`config.mk`:
```
export PLATFORM = sky130hd
export DESIGN_NAME = period_config_loader_flat
export DESIGN_NICKNAME = d
export VERILOG_FILES = /design/src/rtl/freq_counter_pkg.sv /design/src/rtl/period_config_loader_if.sv /design/src/rtl/period_config_loader_sync_edge.sv /design/src/rtl/period_config_loader.sv /design/src/flat_wrapper.sv
export SDC_FILE = /design/constraint.sdc
export NUM_CORES = 1
export LEC_CHECK = 0
export ABC_AREA = 1
export BUFFER_PORTS_ARGS = -buffer_cell sky130_fd_sc_hd__buf_2
export CORE_MARGIN = 5
export CORE_UTILIZATION = 30
export CTS_CLUSTER_DIAMETER = 100
export CTS_CLUSTER_SIZE = 30
export DETAILED_ROUTE_END_ITERATION = 10
export GPL_TIMING_DRIVEN = 0
export PLACE_DENSITY = 0.57
export RECOVER_POWER = 100
export SYNTH_ARGS = -nofsm -noshare
export SYNTH_HDL_FRONTEND = slang
export SYNTH_SLANG_ARGS = --single-unit
export TNS_END_PERCENT = 5
```
`constraint.sdc`:
```
create_clock -name clk -period 1.6 [get_ports clk]
set_input_delay 0.32 -clock clk [delete_from_list [all_inputs] [get_ports clk]]
set_output_delay 0.32 -clock clk [all_outputs]
set_load 0.05 [all_outputs]
```
`src/rtl/freq_counter_pkg.sv`:
```
// freq_counter_pkg: constants and types shared between the frequency counter
// and its period configuration loader.
//   CNT_BITS           - width of the period word
//   CNT_DEFAULT_PERIOD - period used after reset (clk cycles per window)
//   CNT_MIN_PERIOD     - smallest period the loader accepts
//   loader_state_e     - loader FSM states
//   frame_len()        - serial frame length for a given period width
// Optional feature macro: PERIOD_CONFIG_PARITY_EN (adds an even-parity bit
// to every serial frame).
package freq_counter_pkg;

   localparam int CNT_BITS           = 12;
   localparam int CNT_DEFAULT_PERIOD = 1200;
   localparam int CNT_MIN_PERIOD     = 16;

`ifdef PERIOD_CONFIG_PARITY_EN
   localparam int PARITY_BITS = 1;
`else
   localparam int PARITY_BITS = 0;
`endif

   typedef enum logic [1:0] {
      ST_IDLE  = 2'd0,
      ST_SHIFT = 2'd1,
      ST_CHECK = 2'd2,
      ST_LOAD  = 2'd3
   } loader_state_e;

   function automatic int frame_len(input int bits);
      return bits + PARITY_BITS;
   endfunction

endpackage

```
`src/rtl/period_config_loader_if.sv`:
```
// period_config_loader_if: pin side serial link plus the parallel period bus.
//   cfg_sclk / cfg_sdata / cfg_latch_n - asynchronous serial pins
//   period / period_load               - accepted period and its load strobe
//   busy / err                         - frame in progress / rejected frame
// Modports: master drives the pins and observes the bus (board / bench),
// slave is the loader itself.
interface period_config_loader_if #(
   parameter int BITS = freq_counter_pkg::CNT_BITS
);
   logic            cfg_sclk;
   logic            cfg_sdata;
   logic            cfg_latch_n;
   logic [BITS-1:0] period;
   logic            period_load;
   logic            busy;
   logic            err;

   modport master (
      output cfg_sclk, cfg_sdata, cfg_latch_n,
      input  period, period_load, busy, err
   );

   modport slave (
      input  cfg_sclk, cfg_sdata, cfg_latch_n,
      output period, period_load, busy, err
   );
endinterface

```
`src/rtl/period_config_loader_sync_edge.sv`:
```
// sync_edge: 2-flop synchroniser for an asynchronous pin plus a delay flop
// for edge detection.
//   clk, reset_n - clock and asynchronous active-low reset
//   async_in     - raw pin
//   level        - synchronised level
//   rise / fall  - single-cycle pulses on synchronised edges
// RST_VAL is the pin's idle level, so leaving reset with an idle pin never
// produces a spurious edge.
module sync_edge #(
   parameter logic RST_VAL = 1'b0
) (
   input  logic clk,
   input  logic reset_n,
   input  logic async_in,
   output logic level,
   output logic rise,
   output logic fall
);

   logic [2:0] sync_q, sync_d;

   always_comb begin
      sync_d = {sync_q[1:0], async_in};
   end

   always_ff @(posedge clk or negedge reset_n) begin
      if (!reset_n) sync_q <= {3{RST_VAL}};
      else          sync_q <= sync_d;
   end

   assign level = sync_q[1];
   assign rise  =  sync_q[1] & ~sync_q[2];
   assign fall  = ~sync_q[1] &  sync_q[2];

endmodule

```
`src/rtl/period_config_loader.sv`:
```
// period_config_loader: receives a new counting period over a 3-wire serial
// link (sclk / sdata MSB first / latch_n framing), validates the frame and
// presents it on a parallel period bus with a one-cycle period_load strobe.
//   clk, reset_n - system clock, asynchronous active-low reset
//   bus (slave)  - cfg_* pins in; period, period_load, busy, err out
// Parameters: BITS (period width), RESET_PERIOD, MIN_PERIOD.
// Optional feature macro: PERIOD_CONFIG_PARITY_EN - frame carries a trailing
// even-parity bit that is checked before acceptance.
module period_config_loader
   import freq_counter_pkg::*;
#(
   parameter int BITS         = CNT_BITS,
   parameter int RESET_PERIOD = CNT_DEFAULT_PERIOD,
   parameter int MIN_PERIOD   = CNT_MIN_PERIOD
) (
   input  logic                  clk,
   input  logic                  reset_n,
   period_config_loader_if.slave bus
);

   localparam int FRAME_LEN = frame_len(BITS);
   localparam int CNT_W     = $clog2(FRAME_LEN + 2);
   localparam logic [CNT_W-1:0] CNT_FULL = CNT_W'(FRAME_LEN);
   localparam logic [CNT_W-1:0] CNT_SAT  = CNT_W'(FRAME_LEN + 1);

   // ---------------- input conditioning ----------------
   logic sclk_rise, sdata_lvl, latch_rise, latch_fall;
   logic sclk_lvl, sclk_fall, sdata_rise, sdata_fall, latch_lvl;

   sync_edge #(.RST_VAL(1'b0)) u_sync_sclk (
      .clk(clk), .reset_n(reset_n), .async_in(bus.cfg_sclk),
      .level(sclk_lvl), .rise(sclk_rise), .fall(sclk_fall)
   );

   sync_edge #(.RST_VAL(1'b0)) u_sync_sdata (
      .clk(clk), .reset_n(reset_n), .async_in(bus.cfg_sdata),
      .level(sdata_lvl), .rise(sdata_rise), .fall(sdata_fall)
   );

   sync_edge #(.RST_VAL(1'b1)) u_sync_latch (
      .clk(clk), .reset_n(reset_n), .async_in(bus.cfg_latch_n),
      .level(latch_lvl), .rise(latch_rise), .fall(latch_fall)
   );

   logic unused_sync;
   assign unused_sync = ^{sclk_lvl, sclk_fall, sdata_rise, sdata_fall, latch_lvl};

   // ---------------- state ----------------
   loader_state_e          state_q, state_d;
   logic [FRAME_LEN-1:0]   shreg_q, shreg_d;
   logic [CNT_W-1:0]       cnt_q,   cnt_d;
   logic [BITS-1:0]        period_q, period_d;

   logic [BITS-1:0] data_word;
   logic            parity_ok;
   logic            frame_ok;

`ifdef PERIOD_CONFIG_PARITY_EN
   // Data bits precede the parity bit, which lands in the LSB.
   assign data_word = shreg_q[FRAME_LEN-1:1];
   assign parity_ok = ~(^shreg_q);
`else
   assign data_word = shreg_q;
   assign parity_ok = 1'b1;
`endif

   // A saturated count (over-length frame) never equals CNT_FULL, so it is
   // rejected here even though the register holds a plausible word.
   assign frame_ok = (cnt_q == CNT_FULL) && (data_word >= BITS'(MIN_PERIOD)) && parity_ok;

   always_comb begin
      state_d  = state_q;
      shreg_d  = shreg_q;
      cnt_d    = cnt_q;
      period_d = period_q;
      case (state_q)
         ST_IDLE: begin
            if (latch_fall) begin
               shreg_d = '0;
               cnt_d   = '0;
               state_d = ST_SHIFT;
            end
         end
         ST_SHIFT: begin
            // Latch rise wins over a coincident sclk rise; that bit is dropped.
            if (latch_rise) begin
               state_d = ST_CHECK;
            end else if (sclk_rise) begin
               shreg_d = {shreg_q[FRAME_LEN-2:0], sdata_lvl};
               if (cnt_q != CNT_SAT) cnt_d = cnt_q + 1'b1;
            end
         end
         ST_CHECK: begin
            // period is captured on the way into LOAD so it is already valid
            // in the cycle that period_load is high.
            if (frame_ok) begin
               period_d = data_word;
               state_d  = ST_LOAD;
            end else begin
               state_d  = ST_IDLE;
            end
         end
         ST_LOAD: state_d = ST_IDLE;
         default: state_d = ST_IDLE;
      endcase
   end

   always_ff @(posedge clk or negedge reset_n) begin
      if (!reset_n) begin
         state_q  <= ST_IDLE;
         shreg_q  <= '0;
         cnt_q    <= '0;
         period_q <= BITS'(RESET_PERIOD);
      end else begin
         state_q  <= state_d;
         shreg_q  <= shreg_d;
         cnt_q    <= cnt_d;
         period_q <= period_d;
      end
   end

   // ---------------- outputs ----------------
   assign bus.period      = period_q;
   assign bus.period_load = (state_q == ST_LOAD);
   assign bus.err         = (state_q == ST_CHECK) && !frame_ok;
   assign bus.busy        = (state_q == ST_SHIFT) || (state_q == ST_CHECK);

endmodule

```
`src/flat_wrapper.sv`:
```
// flat-port wrapper written by rule: the top's interface ports become plain ports
module period_config_loader_flat import freq_counter_pkg::*;
#(
   parameter int BITS         = CNT_BITS,
   parameter int RESET_PERIOD = CNT_DEFAULT_PERIOD,
   parameter int MIN_PERIOD   = CNT_MIN_PERIOD
)
  (clk, reset_n, bus_cfg_sclk, bus_cfg_sdata, bus_cfg_latch_n, bus_period, bus_period_load, bus_busy, bus_err);
  period_config_loader_if #(.BITS(BITS)) bus_i ();
  input  logic clk;
  input  logic reset_n;
  input wire logic [$bits(bus_i.cfg_sclk)-1:0] bus_cfg_sclk;
  input wire logic [$bits(bus_i.cfg_sdata)-1:0] bus_cfg_sdata;
  input wire logic [$bits(bus_i.cfg_latch_n)-1:0] bus_cfg_latch_n;
  output wire logic [$bits(bus_i.period)-1:0] bus_period;
  output wire logic [$bits(bus_i.period_load)-1:0] bus_period_load;
  output wire logic [$bits(bus_i.busy)-1:0] bus_busy;
  output wire logic [$bits(bus_i.err)-1:0] bus_err;
  assign bus_i.cfg_sclk = bus_cfg_sclk;
  assign bus_i.cfg_sdata = bus_cfg_sdata;
  assign bus_i.cfg_latch_n = bus_cfg_latch_n;
  assign bus_period = bus_i.period;
  assign bus_period_load = bus_i.period_load;
  assign bus_busy = bus_i.busy;
  assign bus_err = bus_i.err;
  period_config_loader #(.BITS(BITS), .RESET_PERIOD(RESET_PERIOD), .MIN_PERIOD(MIN_PERIOD)) u_core (.clk(clk), .reset_n(reset_n), .bus(bus_i));
endmodule
```
[Word-level counts from Yosys, hierarchy flattened]
Index checks and enable logic that the tools add are counted.
Storage, ports and cells
  output and inout bits: 15
  input port bits: 5
  logic and storage cells: 48
  bits in registers: 38
Operators by class
  $add $sub $neg: 1
  reductions and logical operators: 10
  mux-type cells: 13
  $lt $le $gt $ge: 1
  eq/ne operators: 10
  bitwise operators: 6
Operators by type and width (count)
  two-way mux 12 bit: 3
  case mux 12 bit (2 select lines): 1
  two-way mux 4 bit: 4
  >= comparator 12 x 5 -> 1 bit, second input constant: 1
  != test 2 x 1 -> 1 bit, second input constant: 4
  case mux 2 bit (4 select lines): 1
  case mux 4 bit (2 select lines): 1
  two-way mux 2 bit: 3
  AND reduction 5 bit: 1
  adder 4 x 1 -> 4 bit, second input constant: 1
  equality test 2 bit, second input constant: 2
  equality test 4 bit, second input constant: 1
  != test 4 bit, second input constant: 1
  AND reduction 2 bit: 2
  AND reduction 4 bit: 1
  AND 1 bit: 3
  NOT 1 bit: 3
  equality test 2 x 1 -> 1 bit, second input constant: 1
  logical AND 1 bit: 2
  zero test 2 bit: 1
  != test 2 bit, second input constant: 1
  nonzero test 2 bit: 1
  zero test 1 bit: 1
  logical OR 1 bit: 1

[Longest topological paths before layout]
Gate-level depths: netlist of the first run.
  word-level depth: 5
  mapped depth: 10
  mapped depth without buffers: 8

[Hierarchy]
A second synthesis of the first run with hierarchy kept.
Unflattened totals
  cell total of the unflattened synthesis: 193
  area total of the unflattened synthesis: 1835.5 um2
By module, submodules not included
  period_config_loader: cells an instance 172, area an instance 1561.5 um2, sequential area each 755.7 um2, times used 1
  sync_edge (u_core.u_sync_sclk ...): cells an instance 7, area an instance 90.1 um2, sequential area each 75.1 um2, times used 2
  sync_edge (u_core.u_sync_latch): cells an instance 7, area an instance 93.8 um2, sequential area each 78.8 um2, times used 1

[Worst setup path before layout of the first run]
OpenSTA, ideal clock, no wires.
  path kind: register to output
  from: register u_core.cnt_q[0]
  to: output port bus_err
  buffers on the path: 1
  setup slack: -0.820 ns
  cell stages (with the launch flop): 6
  arrival: 2.100 ns
  required time: 1.280 ns
  path through: dfrtp_1 inv_1 ha_1 and3_1 buf_4 a21boi_0
Between the ends
  cells in the longest elaborated chain, start to end: 4
RTL lines
  from (decl): RTL line period_config_loader.sv:51  | logic [CNT_W-1:0] cnt_q, cnt_d;
  from (signal assigned): RTL line period_config_loader.sv:117  | cnt_q <= cnt_d;
  equality test 4 bit: RTL line period_config_loader.sv:69  | assign frame_ok = (cnt_q == CNT_FULL) && (data_word >= BITS'(MIN_PERIOD)) && parity_ok;
  logical AND 1 bit: RTL line period_config_loader.sv:69
  zero test 1 bit: RTL line period_config_loader.sv:125  | assign bus.err = (state_q == ST_CHECK) && !frame_ok;
  logical AND 1 bit: RTL line period_config_loader.sv:125
  to (decl): RTL line flat_wrapper.sv:18  | output wire logic [$bits(bus_i.err)-1:0] bus_err;
No other way between the ends.

[Worst setup path in the final report of the first run]
  from: register u_core.shreg_q[8] (netlist: u_core.data_word[8])
  to: output port bus_err
Between the ends
  cells in the longest elaborated chain, start to end: 4
RTL lines
  from (decl): RTL line period_config_loader.sv:50  | logic [FRAME_LEN-1:0] shreg_q, shreg_d;
  from (signal assigned): RTL line period_config_loader.sv:116  | shreg_q <= shreg_d;
  >= comparator 12 x 5 -> 1 bit: RTL line period_config_loader.sv:69
  logical AND 1 bit: RTL line period_config_loader.sv:69
  zero test 1 bit: RTL line period_config_loader.sv:125
  logical AND 1 bit: RTL line period_config_loader.sv:125
No other way between the ends.

==> impl_metrics.csv, run 1 <==
group,metric,value,unit
routing,vias,1389,
finish,stdcell_area,2326,sq um
synthesis,synth_cells,201,
finish,area_growth,23.44,%
run,maxCapViolations,0,
clock_tree,clock_latency,0.28,ns
finish,antennaDiodeCount,0,
finish,finalNonFillerCells,316,
grt,grt_max_degree,39,
routing,post_drt_via_cell_ratio,4.396,
grt,grt_pass1_wl,6.486,mm
routing,drc,0,
timing,skew,0.003351,ns
timing,finalSetupViolations,2,
hold_path,min_path_type,"input pin to register",
routing,firstDrtPassIters,4,
grt,antenna_found_initial,0,
critical_path,cp_max_fo,4,
run_status,outcome,"complete, but fails checks",
power,peakVddDrop,781.8,uV
synthesis,yosysTopAreaCell,"dfrtp_1",
timing,worstMarginPinSlew,0.9568,ns
finish,nets,253,
critical_path,end_kind,"primary output",
synthesis,synth_cell_types,26,
timing,finalCriticalPeriod,1.674,ns
place,io_buffers,19,
synthesis,ys_warn_count,0,
clock_tree,cts_root_buffer,"clkbuf_8",
place,dpl_cell_area,2088,sq um
routing,antenna_left,0,
place,gp_congestion,0.7138,
finish,final_common_cell,"nand2_1",
timing,timing.final.crit_share,1.046,
critical_path,arrival,1.35,ns
die,die-area,7966,sq um
synthesis,synth_top_area_frac,0.4117,
synthesis,ys_seq_elements,38,
routing,routed_wl,3.628,mm
critical_path,worstPathRequired,1.28,ns
clock_tree,clock_path_buffers,2,
timing,rsz0062_at_grt,"yes",
clock_tree,clkSinkCount,38,
die,initial_core_util,0.3127,
timing,layout_setup_ws,-0.07373,ns
critical_path,cp-startpoint,"u_core.data_word[8]",
routing,drt_iter0_drc,101,
finish,drive_gt1_frac,0.3195,
critical_path,startpoint_type,"register",
die,placementRows,28,
critical_path,crit_end,"bus_err",
finish,fillers,598,
die,fp.coreArea,6026,sq um
routing,drt-wirelength-per-cell,11.48,um
grt,first_global_vias,1397,
timing,max_freq,0.5975,GHz
synthesis,synth_nets,214,
clock_tree,htreeDepth,2,
finish,multi_input_area,812.0,sq um
die,die_w,89.25,um
die,die_h,89.25,um
critical_path,r2r-start,"u_core.state_q[1]",
clock_tree,cts-buffers-inserted,5,
place,dp_hpwl,2.443,mm
clock_tree,clkSlewWorstSetupHoldPaths,0.07,ns
critical_path,reg2regPathDepth,9,
timing,max_slew_margin,0.3622,
place,dp_cells,295,
critical_path,crit_type,"register to primary output",
finish,most-common-layout-cells,"nand2_1 (70), dfrtp_1 (28), inv_1 (15), buf_4 (15), nand4_1 (14)",
critical_path,rr_endpoint,"u_core.data_word[6]",
power,p_leak,1.169,nW
clock_tree,cts_tree,"yes",
timing,hold_violations,0,
synthesis,ys_seq_area_frac,0.5093,
finish,regArea,963.4,sq um
critical_path,r2r_slack,0,ns
hold_path,holdPathStages,1,
grt,grt_usage,0.1035,
die,pin_count,20,
synthesis,syn_area,1884,sq um
synthesis,syn_avg_cell_area,9.375,sq um
timing,drv_slew,0,
grt,gr-total-overflow,0,
power,p_per_area,1528,nW/um^2
synthesis,ys_top_cells_by_area,"dfrtp_1 (41%), nand2_1 (14%), dfstp_2 (9.8%)",
run_status,violations,"negative setup slack",
power,total_power,3.555,mW
## state kept, by name, summed over array words and instances, names as in the netlist
register                    cells
u_core.u_sync_sclk.sync_q       3
u_core.state_q                  2
u_core.u_sync_sdata.sync_q      2
u_core.bus.period              12
u_core.cnt_q                    4
u_core.u_sync_latch.sync_q      3
u_core.data_word               12
## power by group
group	leakage, nW	switching (mW)	total, mW	internal, mW
Combinational	0.637	1.00	1.70	0.703
Sequential	0.484	0.112	1.18	1.07
Clock	0.0482	0.321	0.668	0.348
Total	1.17	1.43	3.55	2.12
## critical path: stages (launching register included)
cell and delay, ns:
dfrtp_1 0.42, inv_1 0.07, nand2_1 0.05, nor2_1 0.12
nand2_2 0.09, a21boi_4 0.16, buf_6 0.17
## per-layer routing
| layer | GRT usage | wire [um] | up-vias | share of wire |
|---|---|---|---|---|
| li1 | - | - | 718 | - |
| met3 | 0.02857 | 143 | 6 | 0.039 |
| met4 | 0.04060 | 54 | 0 | 0.015 |
| met1 | 0.1346 | 1787 | 640 | 0.49 |
| met2 | 0.1628 | 1643 | 25 | 0.45 |
| met5 | 0 | 0 | - | 0 |
## cells in the mapped netlist, drive strengths merged
| library cell | count |
|---|---|
| and3 | 1 |
| o21ai | 2 |
| ha | 8 |
| a21boi | 1 |
| a21oi | 3 |
| xnor2 | 1 |
| or2 | 1 |
| nor2 | 9 |
| nand3b | 1 |
| clkbuf | 1 |
| nand4 | 14 |
| dfrtp | 31 |
| inv | 19 |
| nand2 | 74 |
| nand3 | 20 |
| dfstp | 7 |
| buf | 8 |
## area by class of cell
class / instances / area share
tap: 75 / 0.04034
inverter: 19 / 0.03281
timing repair buffer: 33 / 0.09252
clock inverter: 1 / 0.002152
buffer: 8 / 0.03174
clock buffer: 7 / 0.03712
multi-input combinational: 135 / 0.3491
sequential: 38 / 0.4142
## repair_timing
action	in CTS	in global routing
endpoints found under the setup margin	16	18
gates resized for setup	17	7
gates cloned	0	0
hold buffers	0	0
pin swaps	2	4
buffers inserted	4	10
## per-stage QoR
step / TNS (ns) / util / hold WS [ns] / worst slack, ns
6_report: -0.07515 / 0.3860 / 0.1294 / -0.07373
5_1_grt: -2.575 / 0.3860 / 0.1145 / -0.1578
3_5_place_dp: -1.125 / 0.3466 / 0.3449 / -0.1299
3_3_place_gp: -1.153 / 0.3466 / 0.3332 / -0.1187
4_1_cts: -0.5201 / 0.3723 / 0.1198 / -0.1199
2_1_floorplan: 0 / - / 0.02441 / 0.0008350
## worst min-delay path by stage
stage | startpoint | endpoint | slack, ns
final | bus_cfg_latch_n | u_core.u_sync_latch.sync_q[0] | 0.13
after global routing | bus_cfg_latch_n | u_core.u_sync_latch.sync_q[0] | 0.11
after CTS | bus_cfg_latch_n | u_core.u_sync_latch.sync_q[0] | 0.12
after detailed placement | u_core.u_sync_sclk.sync_q[0] | u_core.u_sync_sclk.sync_q[1] | 0.34
after global placement | u_core.u_sync_sclk.sync_q[0] | u_core.u_sync_sclk.sync_q[1] | 0.33
after floorplan | reset_n | u_core.bus.period[0] | 0.02
## kinds of logic (layout without fill, tap and decap cells)
kind of cell / count (synthesis) / in the layout / synth area share
compound gates: 6 / 6 / 0.03519
fa+ha+maj: 8 / 8 / 0.05312
buf+inv: 28 / 68 / 0.08101
flops: 38 / 38 / 0.5093
xor+xnor: 1 / 1 / 0.004649
simple gates: 120 / 120 / 0.3167
Power figures use the tool's default switching activity.
==> run 2: changes to the inputs <==
==> constraint.sdc (replaced) <==
create_clock -name clk -period 1.4 [get_ports clk]
set_input_delay 0.28 -clock clk [delete_from_list [all_inputs] [get_ports clk]]
set_output_delay 0.28 -clock clk [all_outputs]
set_load 0.05 [all_outputs]
==> run 2 against run 1 <==
Compared with the run above:
- the flow still finishes with violations (negative setup slack)
- register-to-register slack worse by 0.19 ns
- critical path depth down 2
- critical path type unchanged
- largest cell class unchanged
- via count up 3.7%
- combinational power up 38%
- global-route usage up 0.38 points
- non-clock buffer count up 6
==> impl_metrics.csv, run 2 (synthesis results as in run 1) <==
group,metric,value,unit
finish,regArea,962.2,sq um
finish,finalNonFillerCells,322,
timing,timing.setup.tns,-2.805,ns
grt,grt_max_degree,39,
power,p_per_area,1819,nW/um^2
finish,final_common_cell,"nand2_1",
place,io_buffers,19,
clock_tree,cts_hold_buf,0,
critical_path,cp_slowest_cell,"dfrtp_2",
timing,finalCriticalPeriod,1.629,ns
finish,most-common-layout-cells,"nand2_1 (69), dfrtp_1 (29), buf_4 (18), inv_1 (16), nand4_1 (14)",
timing,worstMarginPinSlew,0.9682,ns
die,pin_count,20,
critical_path,cp_num_buf_inv,2,
critical_path,startpoint_type,"register",
power,netSwitchingPower,1.709,mW
finish,nets,259,
clock_tree,cts_tree,"yes",
routing,drc,0,
finish,drive_gt1_frac,0.3765,
run_status,outcome,"complete, but fails checks",
power,total_power,4.443,mW
timing,max_freq,0.6138,GHz
hold_path,min_to,"u_core.u_sync_latch.sync_q[0]",
grt,gr-total-overflow,0,
critical_path,slowest_delay,0.46,ns
routing,routed_wl,3.754,mm
critical_path,reg2regPathDepth,9,
grt,antenna_found_initial,0,
die,fp.coreArea,6026,sq um
die,placementRows,28,
timing,layout_setup_ws,-0.2291,ns
critical_path,r2r_slack,-0.19,ns
power,p_sw_frac,0.3846,
place,dp_hpwl,2.427,mm
clock_tree,clock_path_buffers,2,
routing,post_drt_via_cell_ratio,4.475,
die,die_h,89.25,um
power,peakVddDrop,938.5,uV
place,dp_cells,295,
run_status,violations,"negative setup slack",
critical_path,crit_type,"register to primary output",
routing,vias,1441,
timing,drv_slew,0,
timing,max_slew_margin,0.3546,
hold_path,hold_start,"bus_cfg_latch_n",
critical_path,rr_endpoint,"u_core.cnt_q[1]",
finish,post-route-util,0.4053,
power,pwr-share-comb,0.527,
hold_path,min_path_type,"input pin to register",
critical_path,cp.depth,4,
power,clkPwrFrac,0.173,
finish,multi_input_area,829.5,sq um
clock_tree,clkSinkCount,38,
timing,timing.final.crit_share,1.164,
critical_path,r2r-start,"u_core.state_q[0]",
place,dpl_cell_area,2096,sq um
routing,drt-wirelength-per-cell,11.66,um
clock_tree,cts-buffers-inserted,5,
critical_path,cp_top_family,"flip-flops",
finish,stdcell_area,2442,sq um
clock_tree,cts_root_buffer,"clkbuf_8",
routing,firstDrtPassIters,4,
power,intPower,2.734,mW
routing,antenna_left,0,
clock_tree,htreeDepth,2,
routing,drt_iter0_drc,59,
clock_tree,clock_latency,0.29,ns
clock_tree,clkSlewWorstSetupHoldPaths,0.07,ns
critical_path,cp_cell_sequence,"inv_4, ha_4, a21boi_4, buf_6",
finish,antennaDiodeCount,0,
run,maxCapViolations,0,
timing,rsz0062_at_grt,"yes",
finish,area_growth,29.61,%
die,die_w,89.25,um
place,gp_congestion,0.7093,
power,p_leak,1.251,nW
die,initial_core_util,0.3127,
grt,first_global_vias,1484,
die,die-area,7966,sq um
power,p_seq_frac,0.300,
critical_path,arrival,1.35,ns
critical_path,end_kind,"primary output",
critical_path,cp_max_fo,5,
timing,finalSetupViolations,24,
critical_path,worstPathRequired,1.12,ns
grt,grt_pass1_wl,6.665,mm
grt,grt_usage,0.1073,
timing,skew,0.009005,ns
hold_path,holdPathStages,1,
timing,hold_violations,0,
finish,fillers,600,
run 2: cell count changes in the layout (fill, tap and decap cells not counted), moves of 3 or more:
cell	change
clkbuf_1	-9
clkbuf_2	+5
buf_2	+3
buf_4	+3
buf_6	+3
run 2: worst max-delay path by stage:
stage	from	to	slack, ns
global route	u_core.data_word[10]	bus_err	-0.29
detailed placement	u_core.state_q[1]	u_core.data_word[10]	-0.28
finish	u_core.state_q[0]	bus_err	-0.23
floorplan	u_core.cnt_q[0]	bus_err	-0.11
CTS	u_core.cnt_q[1]	bus_err	-0.26
global placement	u_core.state_q[1]	u_core.data_word[4]	-0.28
run 2: cell type report:
cell class,instances,share of cell area
Clock buffer,7,0.03535
Inverter,19,0.03023
Tap cell,75,0.03842
Buffer,8,0.03535
Clock inverter,1,0.002049
Timing Repair Buffer,39,0.1250
Sequential cell,38,0.3940
Multi-Input combinational cell,135,0.3397
run 2: power by group through the flow:
stage	Sequential (mW)	Clock [mW]	Combinational (mW)
final	1.33	0.768	2.34
after CTS	1.32	0.807	2.28
after global placement	1.37	0	1.61
after detailed placement	1.37	0	1.62
after floorplan	1.33	0	1.36
after global routing	1.35	0.857	2.54
run 2: repair_timing:
| action | in CTS | in global routing |
|---|---|---|
| setup endpoints to repair | 31 | 31 |
| resized for setup | 19 | 7 |
| cloned | 1 | 0 |
| buffers inserted | 10 | 9 |
| pin swaps | 4 | 4 |
run 2: through the flow:
step | setup slack, ns | hold WS [ns]
finish | -0.2291 | 0.08518
global route | -0.2909 | 0.06776
CTS | -0.2564 | 0.07351
detailed placement | -0.2783 | 0.3355
floorplan | -0.1147 | -0.01559
global placement | -0.2842 | 0.3329
run 2: per-layer routing:
layer / global-route usage / routed length, um / vias to the layer above / share of wire
li1: - / - / 728 / -
met1: 0.1365 / 1742 / 682 / 0.46
met2: 0.1741 / 1778 / 26 / 0.47
met3: 0.02949 / 174 / 5 / 0.046
met4: 0.03924 / 58 / 0 / 0.015
met5: 0 / 0 / - / 0
